==> src/rtl/spi_flash_pkg.sv <==
// Shared definitions for the byte-lane SPI flash responder.
// Holds the opcode values, the transaction FSM state type, the SPI byte and
// address widths, and a helper that formats the status register byte.
package spi_flash_pkg;

    localparam int unsigned SPIBITWIDE = 8;
    localparam int unsigned ADDR_WIDTH = 24;

    localparam logic [SPIBITWIDE-1:0] OP_READ    = 8'h01;
    localparam logic [SPIBITWIDE-1:0] OP_PROGRAM = 8'h02;
    localparam logic [SPIBITWIDE-1:0] OP_RDSR    = 8'h05;
    localparam logic [SPIBITWIDE-1:0] OP_WREN    = 8'h06;

    typedef enum logic [3:0] {
        StIdle,
        StCmd,
        StAddr0,
        StAddr1,
        StAddr2,
        StRdata,
        StWdata,
        StStat,
        StIgnore
    } state_t;

    // Status register layout: bit 1 is the write-enable latch, all else zero.
    function automatic logic [SPIBITWIDE-1:0] status_byte(input logic wel);
        return {6'b0, wel, 1'b0};
    endfunction

endpackage

==> src/rtl/spi_byte_ram.sv <==
// Single-port DEPTH x 8 byte RAM: synchronous write, combinational read.
// Contents are not reset; they start as 8'hFF like erased flash.
// Ports:
//   clk   - write clock
//   we    - write enable
//   addr  - shared read/write byte address
//   wdata - byte to write
//   rdata - byte at addr (combinational)
module spi_byte_ram #(
    parameter int unsigned DEPTH = 256,
    parameter int unsigned AW    = $clog2(DEPTH)
) (
    input  logic          clk,
    input  logic          we,
    input  logic [AW-1:0] addr,
    input  logic [7:0]    wdata,
    output logic [7:0]    rdata
);

    logic [7:0] mem [DEPTH] = '{default: 8'hFF};

    always_ff @(posedge clk) begin
        if (we) begin
            mem[addr] <= wdata;
        end
    end

    assign rdata = mem[addr];

endmodule

==> src/rtl/spi_flash_responder.sv <==
// SPI NOR flash responder running in the p_clk domain.
// Decodes command / 24-bit address / data bytes arriving a byte at a time on
// s_mosi (one byte per s_clk rise while s_css is low) and serves READ,
// PROGRAM, WREN and RDSR out of an internal byte RAM.
// Ports:
//   p_clk     - block clock
//   p_reset_n - asynchronous active-low reset
//   s_clk     - SPI byte clock from the master (asynchronous)
//   s_css     - chip select, active-low (asynchronous)
//   s_mosi    - command, address or data byte from the master
//   s_miso    - read or status byte to the master (registered)
module spi_flash_responder
    import spi_flash_pkg::*;
#(
    parameter int unsigned DEPTH        = 256,
    parameter int unsigned WEL_REQUIRED = 0
) (
    input  logic       p_clk,
    input  logic       p_reset_n,
    input  logic       s_clk,
    input  logic       s_css,
    input  logic [7:0] s_mosi,
    output logic [7:0] s_miso
);

    localparam int unsigned AW = $clog2(DEPTH);

    // Synchronizers plus one extra stage on s_clk/s_css for edge detection.
    logic       sclk_s1, sclk_s2, sclk_s3;
    logic       css_s1, css_s2, css_s3;
    logic [7:0] mosi_s1, mosi_s2;
    logic       strobe_q;
    logic [7:0] byte_q;

    logic sclk_rise, css_rise, css_fall;

    assign sclk_rise = sclk_s2 & ~sclk_s3;
    assign css_rise  = css_s2 & ~css_s3;
    assign css_fall  = ~css_s2 & css_s3;

    always_ff @(posedge p_clk or negedge p_reset_n) begin
        if (!p_reset_n) begin
            sclk_s1  <= 1'b0;
            sclk_s2  <= 1'b0;
            sclk_s3  <= 1'b0;
            css_s1   <= 1'b0;
            css_s2   <= 1'b0;
            css_s3   <= 1'b0;
            mosi_s1  <= '0;
            mosi_s2  <= '0;
            strobe_q <= 1'b0;
            byte_q   <= '0;
        end else begin
            sclk_s1  <= s_clk;
            sclk_s2  <= sclk_s1;
            sclk_s3  <= sclk_s2;
            css_s1   <= s_css;
            css_s2   <= css_s1;
            css_s3   <= css_s2;
            mosi_s1  <= s_mosi;
            mosi_s2  <= mosi_s1;
            strobe_q <= sclk_rise & ~css_s2;
            if (sclk_rise && !css_s2) begin
                byte_q <= mosi_s2;
            end
        end
    end

    state_t                state_q;
    logic [ADDR_WIDTH-1:0] addr_q;
    logic [ADDR_WIDTH-1:0] addr_loaded;
    logic                  wel_q;
    logic                  is_read_q;

    logic [AW-1:0] ram_addr;
    logic          ram_we;
    logic [7:0]    ram_rdata;

    assign addr_loaded = {addr_q[ADDR_WIDTH-1:8], byte_q};

    // The RAM address looks one step ahead so that the byte registered into
    // s_miso on a strobe is the one at the address being moved to.
    always_comb begin
        ram_addr = addr_q[AW-1:0];
        if (state_q == StAddr2) begin
            ram_addr = addr_loaded[AW-1:0];
        end else if (state_q == StRdata) begin
            ram_addr = addr_q[AW-1:0] + AW'(1);
        end
    end

    // A strobe that coincides with deselect is dropped.
    assign ram_we = (state_q == StWdata) && strobe_q && !css_rise &&
                    ((WEL_REQUIRED == 0) || wel_q);

    spi_byte_ram #(
        .DEPTH (DEPTH),
        .AW    (AW)
    ) u_ram (
        .clk   (p_clk),
        .we    (ram_we),
        .addr  (ram_addr),
        .wdata (byte_q),
        .rdata (ram_rdata)
    );

    always_ff @(posedge p_clk or negedge p_reset_n) begin
        if (!p_reset_n) begin
            state_q   <= StIdle;
            addr_q    <= '0;
            wel_q     <= 1'b0;
            is_read_q <= 1'b0;
            s_miso    <= 8'h00;
        end else if (css_rise) begin
            state_q <= StIdle;
            s_miso  <= 8'h00;
            if (state_q == StWdata) begin
                wel_q <= 1'b0;
            end
        end else begin
            case (state_q)
                StIdle: begin
                    if (css_fall) begin
                        state_q <= StCmd;
                    end
                end
                StCmd: begin
                    if (strobe_q) begin
                        case (byte_q)
                            OP_READ, OP_PROGRAM: begin
                                is_read_q <= (byte_q == OP_READ);
                                state_q   <= StAddr0;
                            end
                            OP_RDSR: begin
                                s_miso  <= status_byte(wel_q);
                                state_q <= StStat;
                            end
                            OP_WREN: begin
                                wel_q   <= 1'b1;
                                state_q <= StIgnore;
                            end
                            default: state_q <= StIgnore;
                        endcase
                    end
                end
                StAddr0: begin
                    if (strobe_q) begin
                        addr_q[23:16] <= byte_q;
                        state_q       <= StAddr1;
                    end
                end
                StAddr1: begin
                    if (strobe_q) begin
                        addr_q[15:8] <= byte_q;
                        state_q      <= StAddr2;
                    end
                end
                StAddr2: begin
                    if (strobe_q) begin
                        addr_q <= addr_loaded;
                        if (is_read_q) begin
                            s_miso  <= ram_rdata;
                            state_q <= StRdata;
                        end else begin
                            state_q <= StWdata;
                        end
                    end
                end
                StRdata: begin
                    if (strobe_q) begin
                        addr_q <= addr_q + 1'b1;
                        s_miso <= ram_rdata;
                    end
                end
                StWdata: begin
                    if (strobe_q) begin
                        addr_q <= addr_q + 1'b1;
                    end
                end
                StStat: begin
                    s_miso <= status_byte(wel_q);
                end
                StIgnore: begin
                end
                default: state_q <= StIdle;
            endcase
        end
    end

endmodule

==> config.mk <==
export PLATFORM = sky130hd
export DESIGN_NAME = spi_flash_responder
export DESIGN_NICKNAME = d
export VERILOG_FILES = /design/src/rtl/spi_flash_pkg.sv /design/src/rtl/spi_byte_ram.sv /design/src/rtl/spi_flash_responder.sv
export SDC_FILE = /design/constraint.sdc
export NUM_CORES = 2
export LEC_CHECK = 0
export BUFFER_PORTS_ARGS = -buffer_cell sky130_fd_sc_hd__buf_2
export CAP_MARGIN = 0
export CORE_ASPECT_RATIO = 1.1
export CORE_MARGIN = 1
export CORE_UTILIZATION = 60
export CTS_CLUSTER_SIZE = 30
export DETAILED_ROUTE_END_ITERATION = 6
export PLACE_DENSITY_LB_ADDON = 0.2
export SLEW_MARGIN = 20
export SYNTH_ARGS = -nofsm -noshare
export SYNTH_HDL_FRONTEND = slang
export SYNTH_SLANG_ARGS = --single-unit
export TNS_END_PERCENT = 30
==> constraint.sdc <==
create_clock -name p_clk -period 8.57 [get_ports p_clk]
set_input_delay 0.4285 -clock p_clk [delete_from_list [all_inputs] [get_ports p_clk]]
set_output_delay 0.4285 -clock p_clk [all_outputs]
set_load 0.005 [all_outputs]
==> metrics.cfg <==
[yosys]
syn-mean-instance-area_um2 = 15.5
netlist_instances = 5388
ys_ff_latch = 2101
synth_fp_nets = 5402
synth_ff_type = edfxtp_1
yosysWarnings = 0
synth.distinct_cells = 72
ys_async_sr_fraction_pct = 2.52
ys_seq_area_share_pct = 75.3
syn_area_um2 = 83400
synth-edff-count = 2048

[drt]
wl_um = 232000
viasPerCell = 6.84
drtIter0Drc = 8374
drcViolationCount = 9
firstDrtPassIters = 7
ant_nets = 0
wire_per_inst_um = 31.6
vias = 50165

[die]
dieArea_um2 = 140000
core-area_um2 = 138000
start_util_pct = 60.4
pin_count = 20
die_y_um = 393
fp.dieW_um = 357
row_count = 143

[clock_network]
ctsResizeCount = 0
htreeDepth = 4
clk_pin_slew_ns = 0.07
root_buffer = clkbuf_16
cts.sinks = 2101
clockBufferDepth = 3
cts_tree = yes
cts_buffers = 199
worstSkewPairLatency_ns = 0.85

[sta]
layout_min_cycle_time_ns = 5.90
period_share_pct = 68.9
setup_tns_ns = 0
slew_viol_final = 0
fin_hold_ws_ns = 0.238
finalHoldViolCount = 0
timing.fmax_mhz = 169
max_slew_margin_pct = 16.1
setup_violations = 0
tightest_slew_ns = 1.25
finClkSkew_ns = 0.0479
rsz0062_at_grt = false

[pwr]
combPwrFrac_pct = 21.4
clkPwrFrac_pct = 32.6
p_sw_mw = 7.83
power.share.switching_pct = 30.3
p_seq_share_pct = 46.1
p_per_area_nw_per_um2 = 283
power_leakage_nw = 29.1
p_int_mw = 18.0
ir_drop_v = 0.000206

[global_route]
top_usage_layer = met2
grt_use_met3_pct = 8.00
grt_pass1_vias = 47914
grtUsageMet1_pct = 45.9
use_met2_pct = 50.4
antenna_found_initial = 14
grt_util_all_layers_pct = 33.2
grt_max_degree = 218
grt_pass1_wl_um = 334000
gr-total-overflow = 0

[critical_path]
worstRegToRegCells = 12
critPathKind = reg2reg
arrival_ns = 6.63
required_ns = 9.29
path_cells = inv_1 > o211ai_1 > o21ai_4 > buf_4 > nor2_4 > buf_4 > buf_4 > a32oi_1 > and3_1 > o31ai_1 > nor4_1 > a41o_1
critPathLaunchType = flop
crit_path_max_incr_delay_ns = 0.94
cpMostUsedCell = buf_4
path_max_fanout = 41
endpoint_kind = flop
crit_slowest_cell = o31ai_1

[final_layout]
postLayoutCoreUtil_pct = 66.3
instances_no_fill = 7329
drive_gt1_share_pct = 11.1
nNetsFinal = 5359
syn_to_final_growth_pct = 9.67

[place]
routabilityCongestion = 0.916
portBuffers = 19
dp_cells = 6943
detailed_place_hpwl_um = 131000

[outcome]
failed_checks = design-rule violations
status = finished with violations

[worst_hold_path]
hold_class = in2reg
whs_path_depth = 2

[job]
cap_violations = 0

power by group through the flow:
stage / combinational [mW] / sequential [mW] / clock (mW)
4_1_cts: 5.41 / 11.9 / 8.44
3_3_place_gp: 5.33 / 12.1 / 0
6_report: 5.53 / 11.9 / 8.42
5_1_grt: 5.76 / 11.9 / 8.83
3_5_place_dp: 5.38 / 12.1 / 0
2_1_floorplan: 3.25 / 12.4 / 0
path summary, 6_finish.rpt:
kind,startpoint,to,slack (ns)
max in group asynchronous,p_reset_n,byte_q[1],7.66
max,state_q[0],s_miso[7],2.67
max reg2reg,state_q[0],s_miso[7],2.67
min reg2reg,sclk_s1,sclk_s2,0.34
min,s_mosi[3],mosi_s1[3],0.24
min in group asynchronous,p_reset_n,css_s2,0.30
layout by cell type, fill, tap and decap left out, drive strengths merged, types with 47 or more instances in the layout:
master  synthesis  layout
nand3         147     147
a32oi         172     172
nor2          302     302
edfxtp       2048    2048
nand4         280     280
mux2i         248     248
buf           238     119
dfrtp          53      53
and3           54      54
nand2        1164    1164
clkinv          0      98
a21oi          47      47
mux4          162     162
clkbuf        136     249
a41oi          47      47
layout make-up:
type	instances	area, um^2
Fill cell	9243	46500
Tap cell	1812	2270
Antenna cell	7	17.5
Clock inverter	117	850
Inverter	6	22.5
Multi-Input combinational cell	2907	18900
Clock buffer	249	5310
Sequential cell	2101	62900
Timing Repair Buffer	130	1200
synthesized netlist by cell type (8+ instances only):
master | instances | share of area (%)
edfxtp_1 | 2048 | 74
nand2_1 | 1164 | 5.2
nor2_1 | 300 | 1.4
nand4_1 | 280 | 2.1
mux2i_1 | 247 | 3.0
a32oi_1 | 172 | 1.8
mux4_2 | 162 | 4.4
buf_2 | 159 | 0.95
nand3_1 | 147 | 0.88
clkbuf_1 | 136 | 0.61
and3_1 | 54 | 0.41
dfrtp_1 | 53 | 1.6
a41oi_1 | 47 | 0.49
a21oi_1 | 46 | 0.28
buf_1 | 42 | 0.19
a311oi_1 | 31 | 0.33
buf_4 | 30 | 0.27
nor3_1 | 27 | 0.16
o21ai_0 | 25 | 0.15
a31oi_1 | 23 | 0.17
o21bai_1 | 14 | 0.13
a22oi_1 | 13 | 0.12
mux2_2 | 12 | 0.16
o31ai_1 | 9 | 0.081
o32ai_1 | 9 | 0.095
a211oi_1 | 8 | 0.072
nor4_1 | 8 | 0.060
metrics by stage:
stage               area (um^2)  power [mW]  setup slack [ns]
detailed placement        85100        17.5              2.90
global route              91400        26.5              2.61
finish                    91400        25.9              2.67
floorplan                 83400        15.6              2.50
global placement          85100        17.5              2.81
CTS                       91400        25.8              2.88
logic make-up (layout without fill, tap and decap cells):
logic type	after synthesis	in the layout	synth area share [%]
DFF	2101	2101	75.3
xor gates and xnor gates	1	1	0.0105
muxes	423	423	7.54
buffers and inverters	380	502	2.15
and+or+nand+nor	2016	2016	10.5
AOI/OAI and AO/OA	465	465	4.40
other	0	7	0
adders and majority gates	2	2	0.0300
critical path, delay by kind of cell, from the launching register on:
family,cells,cell delay [ns]
flops,1,0.88
simple gates,3,1.18
compound gates,5,1.86
buf+inv,4,1.78
registers in the layout (all words and copies together) (netlist names), 4 cells and up:
name,cells
mosi_s1,8
u_ram.mem,2048
byte_q,8
s_miso,8
mosi_s2,8
state_q,4
addr_q,8
repair_timing:
item                       CTS  global route
setup buffers                0             0
hold endpoints to repair    63             0
hold buffers                11             0
setup endpoints to repair    0             0
layer usage:
layer,up-vias,part of all wire [%]
li1,20744,-
met1,25191,36
met2,3597,46
met3,621,13
met4,12,4.8
met5,-,0.037
Power figures use the tool's default switching activity.
